[config.mk]
export PLATFORM = sky130hd
export DESIGN_NAME = wb_arbiter_flat
export DESIGN_NICKNAME = d
export VERILOG_FILES = /design/src/rtl/wb_arbiter_if.sv /design/src/rtl/wb_arbiter.sv /design/src/flat_wrapper.sv
export SDC_FILE = /design/constraint.sdc
export NUM_CORES = 1
export LEC_CHECK = 0
export CAP_MARGIN = 20
export CORE_ASPECT_RATIO = 1.75
export CORE_MARGIN = 8
export CORE_UTILIZATION = 40
export DETAILED_ROUTE_END_ITERATION = 16
export GPL_ROUTABILITY_DRIVEN = 1
export PLACE_DENSITY = 0.63
export SLEW_MARGIN = 5
export SYNTH_ARGS = -nofsm -noshare
export SYNTH_HDL_FRONTEND = slang
export SYNTH_SLANG_ARGS = --single-unit
[constraint.sdc]
create_clock -name clk -period 7.84 [get_ports clk]
set_input_delay 1.176 -clock clk [delete_from_list [all_inputs] [get_ports clk]]
set_output_delay 1.176 -clock clk [all_outputs]
set_load 0.03 [all_outputs]
[src/rtl/wb_arbiter_if.sv]
// Writeback arbiter bus: ALU path, slow-path handshake,
// hazard lookup and register-file write port.
interface wb_arbiter_if #(
    parameter int XLEN  = 64,
    parameter int DEPTH = 4
);
    localparam int CW = $clog2(DEPTH) + 1;

    logic            alu_valid;
    logic [4:0]      alu_rd;
    logic [XLEN-1:0] alu_data;
    logic            slow_valid;
    logic            slow_ready;
    logic [4:0]      slow_rd;
    logic [XLEN-1:0] slow_data;
    logic [4:0]      query_rs1;
    logic [4:0]      query_rs2;
    logic            hit1;
    logic            hit2;
    logic            reg_write;
    logic [4:0]      rd;
    logic [XLEN-1:0] write_data;
    logic [CW-1:0]   fifo_count;

    modport slave (
        input  alu_valid, alu_rd, alu_data,
        input  slow_valid, slow_rd, slow_data,
        input  query_rs1, query_rs2,
        output slow_ready, hit1, hit2,
        output reg_write, rd, write_data, fifo_count
    );

    modport master (
        output alu_valid, alu_rd, alu_data,
        output slow_valid, slow_rd, slow_data,
        output query_rs1, query_rs2,
        input  slow_ready, hit1, hit2,
        input  reg_write, rd, write_data, fifo_count
    );
endinterface

[src/rtl/wb_arbiter.sv]
// Writeback arbiter: ALU results win, slow results queue in a
// small FIFO or bypass it when empty; registered write port.
module wb_arbiter #(
    parameter int XLEN  = 64,
    parameter int DEPTH = 4
) (
    input  logic        clk,
    input  logic        reset_n,
    wb_arbiter_if.slave bus
);
    localparam int AW = $clog2(DEPTH);
    localparam int CW = AW + 1;

    logic [4:0]      rd_mem  [DEPTH];
    logic [XLEN-1:0] dat_mem [DEPTH];

    logic [AW-1:0]   wr_ptr_q, wr_ptr_d;
    logic [AW-1:0]   rd_ptr_q, rd_ptr_d;
    logic [CW-1:0]   count_q, count_d;
    logic            reg_write_q, reg_write_d;
    logic [4:0]      rd_q, rd_d;
    logic [XLEN-1:0] wdata_q, wdata_d;

    logic            accept;
    logic            alu_sel;
    logic            fifo_sel;
    logic            byp_sel;
    logic            push;
    logic            pop;
    logic            h1;
    logic            h2;
    logic [AW-1:0]   idx;

    assign bus.slow_ready = (count_q < CW'(DEPTH));
    assign bus.reg_write  = reg_write_q;
    assign bus.rd         = rd_q;
    assign bus.write_data = wdata_q;
    assign bus.fifo_count = count_q;

    // Pick the write source by priority and update FIFO bookkeeping.
    always_comb begin
        accept   = bus.slow_valid && bus.slow_ready;
        alu_sel  = bus.alu_valid && (bus.alu_rd != 5'd0);
        fifo_sel = !alu_sel && (count_q != '0);
        byp_sel  = !alu_sel && (count_q == '0) && bus.slow_valid
                   && (bus.slow_rd != 5'd0);
        pop      = fifo_sel;
        push     = accept && (bus.slow_rd != 5'd0) && !byp_sel;

        reg_write_d = 1'b0;
        rd_d        = rd_q;
        wdata_d     = wdata_q;
        unique case (1'b1)
            alu_sel: begin
                reg_write_d = 1'b1;
                rd_d        = bus.alu_rd;
                wdata_d     = bus.alu_data;
            end
            fifo_sel: begin
                reg_write_d = 1'b1;
                rd_d        = rd_mem[rd_ptr_q];
                wdata_d     = dat_mem[rd_ptr_q];
            end
            byp_sel: begin
                reg_write_d = 1'b1;
                rd_d        = bus.slow_rd;
                wdata_d     = bus.slow_data;
            end
            default: ;
        endcase

        wr_ptr_d = wr_ptr_q + AW'(push);
        rd_ptr_d = rd_ptr_q + AW'(pop);
        count_d  = count_q + CW'(push) - CW'(pop);
    end

    // Match decode sources against queued and in-flight destinations.
    always_comb begin
        h1  = reg_write_q && (rd_q == bus.query_rs1);
        h2  = reg_write_q && (rd_q == bus.query_rs2);
        idx = '0;
        for (int i = 0; i < DEPTH; i++) begin
            idx = rd_ptr_q + AW'(i);
            if (CW'(i) < count_q) begin
                if (rd_mem[idx] == bus.query_rs1) h1 = 1'b1;
                if (rd_mem[idx] == bus.query_rs2) h2 = 1'b1;
            end
        end
        bus.hit1 = h1 && (bus.query_rs1 != 5'd0);
        bus.hit2 = h2 && (bus.query_rs2 != 5'd0);
    end

    // Control state and registered write port.
    always_ff @(posedge clk or negedge reset_n) begin
        if (!reset_n) begin
            wr_ptr_q    <= '0;
            rd_ptr_q    <= '0;
            count_q     <= '0;
            reg_write_q <= 1'b0;
            rd_q        <= 5'd0;
            wdata_q     <= '0;
        end else begin
            wr_ptr_q    <= wr_ptr_d;
            rd_ptr_q    <= rd_ptr_d;
            count_q     <= count_d;
            reg_write_q <= reg_write_d;
            rd_q        <= rd_d;
            wdata_q     <= wdata_d;
        end
    end

    // FIFO storage; contents only matter below count_q.
    always_ff @(posedge clk) begin
        if (push) begin
            rd_mem[wr_ptr_q]  <= bus.slow_rd;
            dat_mem[wr_ptr_q] <= bus.slow_data;
        end
    end
endmodule

[src/flat_wrapper.sv]
// flat-port wrapper written by rule: the top's interface ports become plain ports
module wb_arbiter_flat 
#(
    parameter int XLEN  = 64,
    parameter int DEPTH = 4
)
  (clk, reset_n, bus_alu_valid, bus_alu_rd, bus_alu_data, bus_slow_valid, bus_slow_rd, bus_slow_data, bus_query_rs1, bus_query_rs2, bus_slow_ready, bus_hit1, bus_hit2, bus_reg_write, bus_rd, bus_write_data, bus_fifo_count);
  wb_arbiter_if #(.XLEN(XLEN), .DEPTH(DEPTH)) bus_i ();
  input  logic clk;
  input  logic reset_n;
  input wire logic [$bits(bus_i.alu_valid)-1:0] bus_alu_valid;
  input wire logic [$bits(bus_i.alu_rd)-1:0] bus_alu_rd;
  input wire logic [$bits(bus_i.alu_data)-1:0] bus_alu_data;
  input wire logic [$bits(bus_i.slow_valid)-1:0] bus_slow_valid;
  input wire logic [$bits(bus_i.slow_rd)-1:0] bus_slow_rd;
  input wire logic [$bits(bus_i.slow_data)-1:0] bus_slow_data;
  input wire logic [$bits(bus_i.query_rs1)-1:0] bus_query_rs1;
  input wire logic [$bits(bus_i.query_rs2)-1:0] bus_query_rs2;
  output wire logic [$bits(bus_i.slow_ready)-1:0] bus_slow_ready;
  output wire logic [$bits(bus_i.hit1)-1:0] bus_hit1;
  output wire logic [$bits(bus_i.hit2)-1:0] bus_hit2;
  output wire logic [$bits(bus_i.reg_write)-1:0] bus_reg_write;
  output wire logic [$bits(bus_i.rd)-1:0] bus_rd;
  output wire logic [$bits(bus_i.write_data)-1:0] bus_write_data;
  output wire logic [$bits(bus_i.fifo_count)-1:0] bus_fifo_count;
  assign bus_i.alu_valid = bus_alu_valid;
  assign bus_i.alu_rd = bus_alu_rd;
  assign bus_i.alu_data = bus_alu_data;
  assign bus_i.slow_valid = bus_slow_valid;
  assign bus_i.slow_rd = bus_slow_rd;
  assign bus_i.slow_data = bus_slow_data;
  assign bus_i.query_rs1 = bus_query_rs1;
  assign bus_i.query_rs2 = bus_query_rs2;
  assign bus_slow_ready = bus_i.slow_ready;
  assign bus_hit1 = bus_i.hit1;
  assign bus_hit2 = bus_i.hit2;
  assign bus_reg_write = bus_i.reg_write;
  assign bus_rd = bus_i.rd;
  assign bus_write_data = bus_i.write_data;
  assign bus_fifo_count = bus_i.fifo_count;
  wb_arbiter #(.XLEN(XLEN), .DEPTH(DEPTH)) u_core (.clk(clk), .reset_n(reset_n), .bus(bus_i));
endmodule
==> results of run 1 <==
cell usage after synthesis (all sizes together) (6+ instances only):
cell type,count
a21oi,50
a22oi,17
a31oi,19
buf,29
clkbuf,32
dfrtp,77
edfxtp,276
ha,6
mux2i,47
mux4,84
nand2,70
nor2,69
nor3,6
nor4,6
o21ai,59
xnor2,23
xor2,30
per-stage QoR:
stage / hold WS [ns] / instance area (um2) / utilization, % / setup WS, ns / total power, mW
2_1_floorplan: 0.488 / 15100 / - / 0.165 / 4.26
3_3_place_gp: 0.538 / 17800 / 47.6 / 2.81 / 5.13
3_5_place_dp: 0.548 / 17800 / 47.6 / 2.80 / 5.14
4_1_cts: 0.558 / 18800 / 50.4 / 2.22 / 6.69
5_1_grt: 0.577 / 18900 / 50.4 / 2.12 / 6.92
6_report: 0.554 / 18900 / 50.4 / 2.31 / 6.59
cell type report:
type                            instances  area share (%)
Inverter                                5          0.0995
Clock buffer                           56            5.22
Tap cell                              480            3.18
Sequential cell                       353            54.2
Clock inverter                          6           0.279
Timing Repair Buffer                  241            12.6
Multi-Input combinational cell        512            24.4
Antenna cell                            1          0.0133
state kept, by name, indices dropped and copies added, names as in the netlist:
name	count
u_core.dat_mem	256
u_core.bus.write_data	64
u_core.rd_mem	20
u_core.bus.rd	5
u_core.bus.fifo_count	3
u_core.rd_ptr_q	2
u_core.wr_ptr_q	2
u_core.bus.reg_write	1
power by group:
part | internal (mW) | total [mW] | leakage [nW] | switching, mW
Sequential | 2.40 | 2.68 | 3.42 | 0.276
Clock | 0.865 | 1.54 | 0.503 | 0.673
Combinational | 1.08 | 2.37 | 2.61 | 1.29
cell families (layout without fill, tap and decap cells):
kind of cell / after synthesis / in the layout / share of synthesized area [%]
multiplexers: 131 / 131 / 15.6
adder cells (fa/ha/maj): 7 / 7 / 0.629
AO/OA/AOI/OAI: 154 / 154 / 5.84
flip-flops: 353 / 353 / 67.5
buffers and inverters: 66 / 308 / 2.33
other: 0 / 1 / 0
AND/OR/NAND/NOR: 167 / 167 / 4.95
XOR/XNOR: 53 / 53 / 3.07
worst max-delay path, delay by kind of cell (launching register included):
family / cells / cell delay (ns)
muxes: 1 / 0.45
AOI/OAI and AO/OA: 2 / 0.27
buffers and inverters: 2 / 1.36
DFF: 1 / 0.86
and+or+nand+nor: 2 / 0.47
xor gates and xnor gates: 1 / 0.35
layer usage:
layer / wire [um] / share of wire [%] / track usage [%]
met1: 13700 / 36 / 18.7
met2: 21100 / 56 / 31.7
met3: 1680 / 4.4 / 2.73
met4: 1390 / 3.7 / 7.22
met5: 13 / 0.034 / 0
how the worst max path moves through the flow:
| stage | from | slack, ns | to | cells after the start |
|---|---|---|---|---|
| floorplan | bus_slow_rd[1] | 0.17 | u_core.dat_mem[0][0] | 5 |
| global placement | u_core.rd_ptr_q[1] | 2.81 | bus_hit1 | 8 |
| detailed placement | u_core.rd_ptr_q[1] | 2.80 | bus_hit1 | 8 |
| CTS | u_core.rd_ptr_q[1] | 2.22 | bus_hit1 | 8 |
| global route | u_core.rd_ptr_q[1] | 2.12 | bus_hit1 | 8 |
| finish | u_core.rd_ptr_q[1] | 2.31 | bus_hit1 | 8 |
==> impl_metrics.toml, run 1 <==
[critical_path]
r2r-end = "u_core.dat_mem[2][43]"
crit_arrival_ns = 4.35
worstPathCellList = "buf_4, mux4_2, xnor2_1, nand4_1, nor3_1, a311oi_1, a21oi_1, clkdlybuf4s50_1"
path_max_fanout = 43
reg2reg_from = "u_core.bus.fifo_count[2]"
worstSetupEndpointType = "output port"
slowest_delay_ns = 0.86
cp.required_ns = 6.66
cp-start-kind = "flip-flop"
criticalPathCategory = "flip-flop to output port"
r2r_setup_slack_ns = 4.58
reg2reg_depth = 5
slowest_stage = "dfrtp_4"

[grt]
grt_pass1_vias = 9556
grt_start_max_net_pins = 55
globalRouteTotalUtil_pct = 17.0
gr-total-overflow = 0
antenna_found_initial = 2
grt_first_pass_wirelength_um = 57600

[clocking]
cts.sinks = 353
root_buffer = "clkbuf_16"
cts_buffer_depth = 3
insertion_delay_ns = 0.52
hold_buffers = 0
ctsResizeCount = 0
cts.clk_slew.worst_paths_ns = 0.06
cts_tree = "done"
h-tree-depth = 2
cts_buffers = 34
cts_setup_buffers = 0

[route]
drtPass1Iterations = 4
via_per_inst = 5.37
routed_wl_um = 37900
wl_per_cell_um = 22.9
postRouteAntennaNets = 0
drt_iter0_drc = 440
vias = 8875
drcViolationCount = 0

[placement]
portBuffers = 227
dp_hpwl_um = 25500
dp_cells = 1590
gp_congestion = 0.928

[sta]
setup_viol = 0
maxSlewHeadroom_pct = 38.0
period_share_pct = 70.5
max_freq_mhz = 181
final.setup_skew_ns = 0.0191
period_minus_slack_ns = 5.53
finalMaxSlewViolations = 0
rsz0062_at_grt = "false"
tightestPinTransition_ns = 0.928
fin_setup_tns_ns = 0
hold_violations = 0

[worst_hold_path]
whs_path_depth = 2
holdPathEnd = "u_core.bus.write_data[12]"
hp-class = "flip-flop to flip-flop"
min-delay-start = "u_core.bus.write_data[12]"

[floorplanning]
dieArea_um2 = 44500
floorplan.initialDensity_pct = 40.4
ios = 228
num_rows = 94
die_y_um = 273
core-area_um2 = 37400
dieWidth_um = 163

[cells_and_area]
drive_above_1_share_pct = 13.5
finalNonFillerCells = 1654
fillCellCount = 3204
layout_commonest_cell = "edfxtp_1"
syn_to_final_growth_pct = 24.7
final_nets = 1306
final_cell_mix = "276 x edfxtp_1, 226 x clkdlybuf4s50_1, 83 x mux4_2"
multi_input_area_um2 = 4600
seq_area_um2 = 10200

[synth]
ys_ff_latch = 353
syn_inst = 931
synth_seq_area_share_pct = 67.5
synth_edf_count = 276
yosys.cell_types.count = 39
async_reset_ff_share_pct = 21.8
synthTopCellsByArea = "edfxtp_1 55%, dfrtp_1 13%, mux4_2 12%"
syn-num-nets = 1090
synth_top_area_share_pct = 54.8
avgSynthCellArea_um2 = 16.2
yosysTopAreaCell = "edfxtp_1"
ys.flop_type = "edfxtp_1"
yosysWarnings = 0
synthesis.area_um2 = 15100

[power]
vdd_drop_max_v = 0.000210
cellLeakagePower_nw = 6.54
power.density_nw_per_um2 = 349

[status]
status = "finished, final reports clean"

[run]
drv_cap = 0
Note: power is estimated with default switching activity, not from simulation.
==> run 2: changes to the inputs <==
Settings changed: PLACE_DENSITY 0.63 to 0.65.
Clock period 7.84 ns to 4.5 ns, I/O delays scaled along.
==> run 2 against run 1 <==
  * Sequential share of layout area shrank 0.35 points
  * Utilization grew 0.33 points
  * Cell count grew 0.18%
  * Clock skew grew 0.0019 ns
  * Clock-buffer cell count down 14
  * Combinational power up 78%
  * Setup slack got worse by 2.1 ns
  * Register-to-register slack got worse by 2.9 ns
  * Non-clock buffer count grew 6
  * Largest power group unchanged
  * Via count shrank 0.25%
  * Wire length is 1.8% lower
==> impl_metrics.toml, run 2 (same netlist as run 1, synthesis figures left out) <==
[critical_path]
r2r-end = "u_core.bus.write_data[4]"
reg2reg_from = "u_core.bus.fifo_count[2]"
reg2reg_depth = 6
criticalPathCategory = "flip-flop to output port"
cp-start-kind = "flip-flop"
worstSetupEndpointType = "output port"
r2r_setup_slack_ns = 1.66
crit_arrival_ns = 3.61
path_max_fanout = 27
cp.required_ns = 3.83

[sta]
period_share_pct = 95.3
setup_viol = 0
tightestPinTransition_ns = 1.01
period_minus_slack_ns = 4.29
finalMaxSlewViolations = 0
maxSlewHeadroom_pct = 32.8
max_freq_mhz = 233
hold_violations = 0
fin_setup_tns_ns = 0
final.setup_skew_ns = 0.0210
rsz0062_at_grt = "false"

[clocking]
cts_tree = "done"
cts.sinks = 353
insertion_delay_ns = 0.57
cts_buffer_depth = 3
h-tree-depth = 1
cts_buffers = 31
ctsResizeCount = 0
root_buffer = "clkbuf_16"
hold_buffers = 0
cts.clk_slew.worst_paths_ns = 0.07
cts_setup_buffers = 0

[route]
postRouteAntennaNets = 0
drt_iter0_drc = 580
vias = 8853
drcViolationCount = 0
drtPass1Iterations = 7
via_per_inst = 5.34
routed_wl_um = 37200
wl_per_cell_um = 22.5

[floorplanning]
die_y_um = 273
ios = 228
floorplan.initialDensity_pct = 40.4
core-area_um2 = 37400
dieWidth_um = 163
num_rows = 94
dieArea_um2 = 44500

[grt]
antenna_found_initial = 2
grt_first_pass_wirelength_um = 56600
grt_pass1_vias = 9572
globalRouteTotalUtil_pct = 16.6
gr-total-overflow = 0
grt_start_max_net_pins = 55

[placement]
gp_congestion = 0.912
dp_hpwl_um = 25000
portBuffers = 227

[run]
drv_cap = 0

[worst_hold_path]
hp-class = "primary input to asynchronous set/reset pin"

[cells_and_area]
drive_above_1_share_pct = 14.0
layout_commonest_cell = "edfxtp_1"
syn_to_final_growth_pct = 25.5
seq_area_um2 = 10200
final_nets = 1309
final_cell_mix = "276 x edfxtp_1, 226 x clkdlybuf4s50_1, 83 x mux4_2"
multi_input_area_um2 = 4600
final_util_pct = 50.7
fillCellCount = 3172
largest_register = "u_core.dat_mem"
largest_register_ffs = 256

[power]
power.density_nw_per_um2 = 610
cellLeakagePower_nw = 6.59
power_mw = 11.6
vdd_drop_max_v = 0.000314

[status]
status = "finished, final reports clean"
==> run 2: worst max-delay path by stage <==
stage,startpoint,end,slack [ns]
after floorplan,bus_slow_rd[1],u_core.dat_mem[1][0],0.69
after global placement,bus_query_rs1[4],bus_hit1,0.76
after detailed placement,bus_query_rs1[4],bus_hit1,0.75
after CTS,u_core.rd_ptr_q[0],bus_hit1,0.25
after global routing,u_core.rd_ptr_q[0],bus_hit1,0.07
final,u_core.rd_ptr_q[0],bus_hit1,0.21
==> run 2: where the power goes <==
group          internal [mW]  switching [mW]  total, mW
clock network           1.61            1.14       2.75
registers               4.19           0.415       4.60
logic                   1.92            2.30       4.23
total                   7.71            3.86       11.6
==> run 2: per-stage QoR <==
stage | instances | cell area, um2 | setup WS, ns | hold WS, ns
final | 1657 | 19000 | 0.211 | 0.100
after global routing | 1657 | 19000 | 0.0705 | 0.118
after CTS | 1655 | 19000 | 0.249 | 0.0967
after detailed placement | 1597 | 17900 | 0.750 | 0.541
after global placement | 1597 | 17900 | 0.759 | 0.531
after floorplan | 931 | 15100 | 0.694 | 0.379
==> run 2: cell type report <==
cell class | count | share of cell area, %
sequential | 353 | 53.9
multi-input combinational | 512 | 24.3
timing repair buffer | 247 | 13.0
clock buffer | 42 | 4.46
tap | 480 | 3.16
clock inverter | 16 | 1.12
inverter | 5 | 0.0989
antenna | 2 | 0.0264
==> run 2: worst max-delay path: stages, from the launching register on <==
cell	delay, ns
dfrtp_4	0.72
mux4_2	0.61
xnor2_1	0.36
nand4_1	0.21
nor3_1	0.22
a311oi_1	0.07
a21oi_1	0.18
clkdlybuf4s50_1	0.69
==> run 2: layer usage <==
layer / share of wire, % / wire (um) / GRT usage [%]
met1: 37 / 13700 / 18.5
met2: 56 / 21000 / 31.3
met4: 2.4 / 894 / 5.84
met5: 0 / 0 / 0
met3: 4.4 / 1630 / 2.44
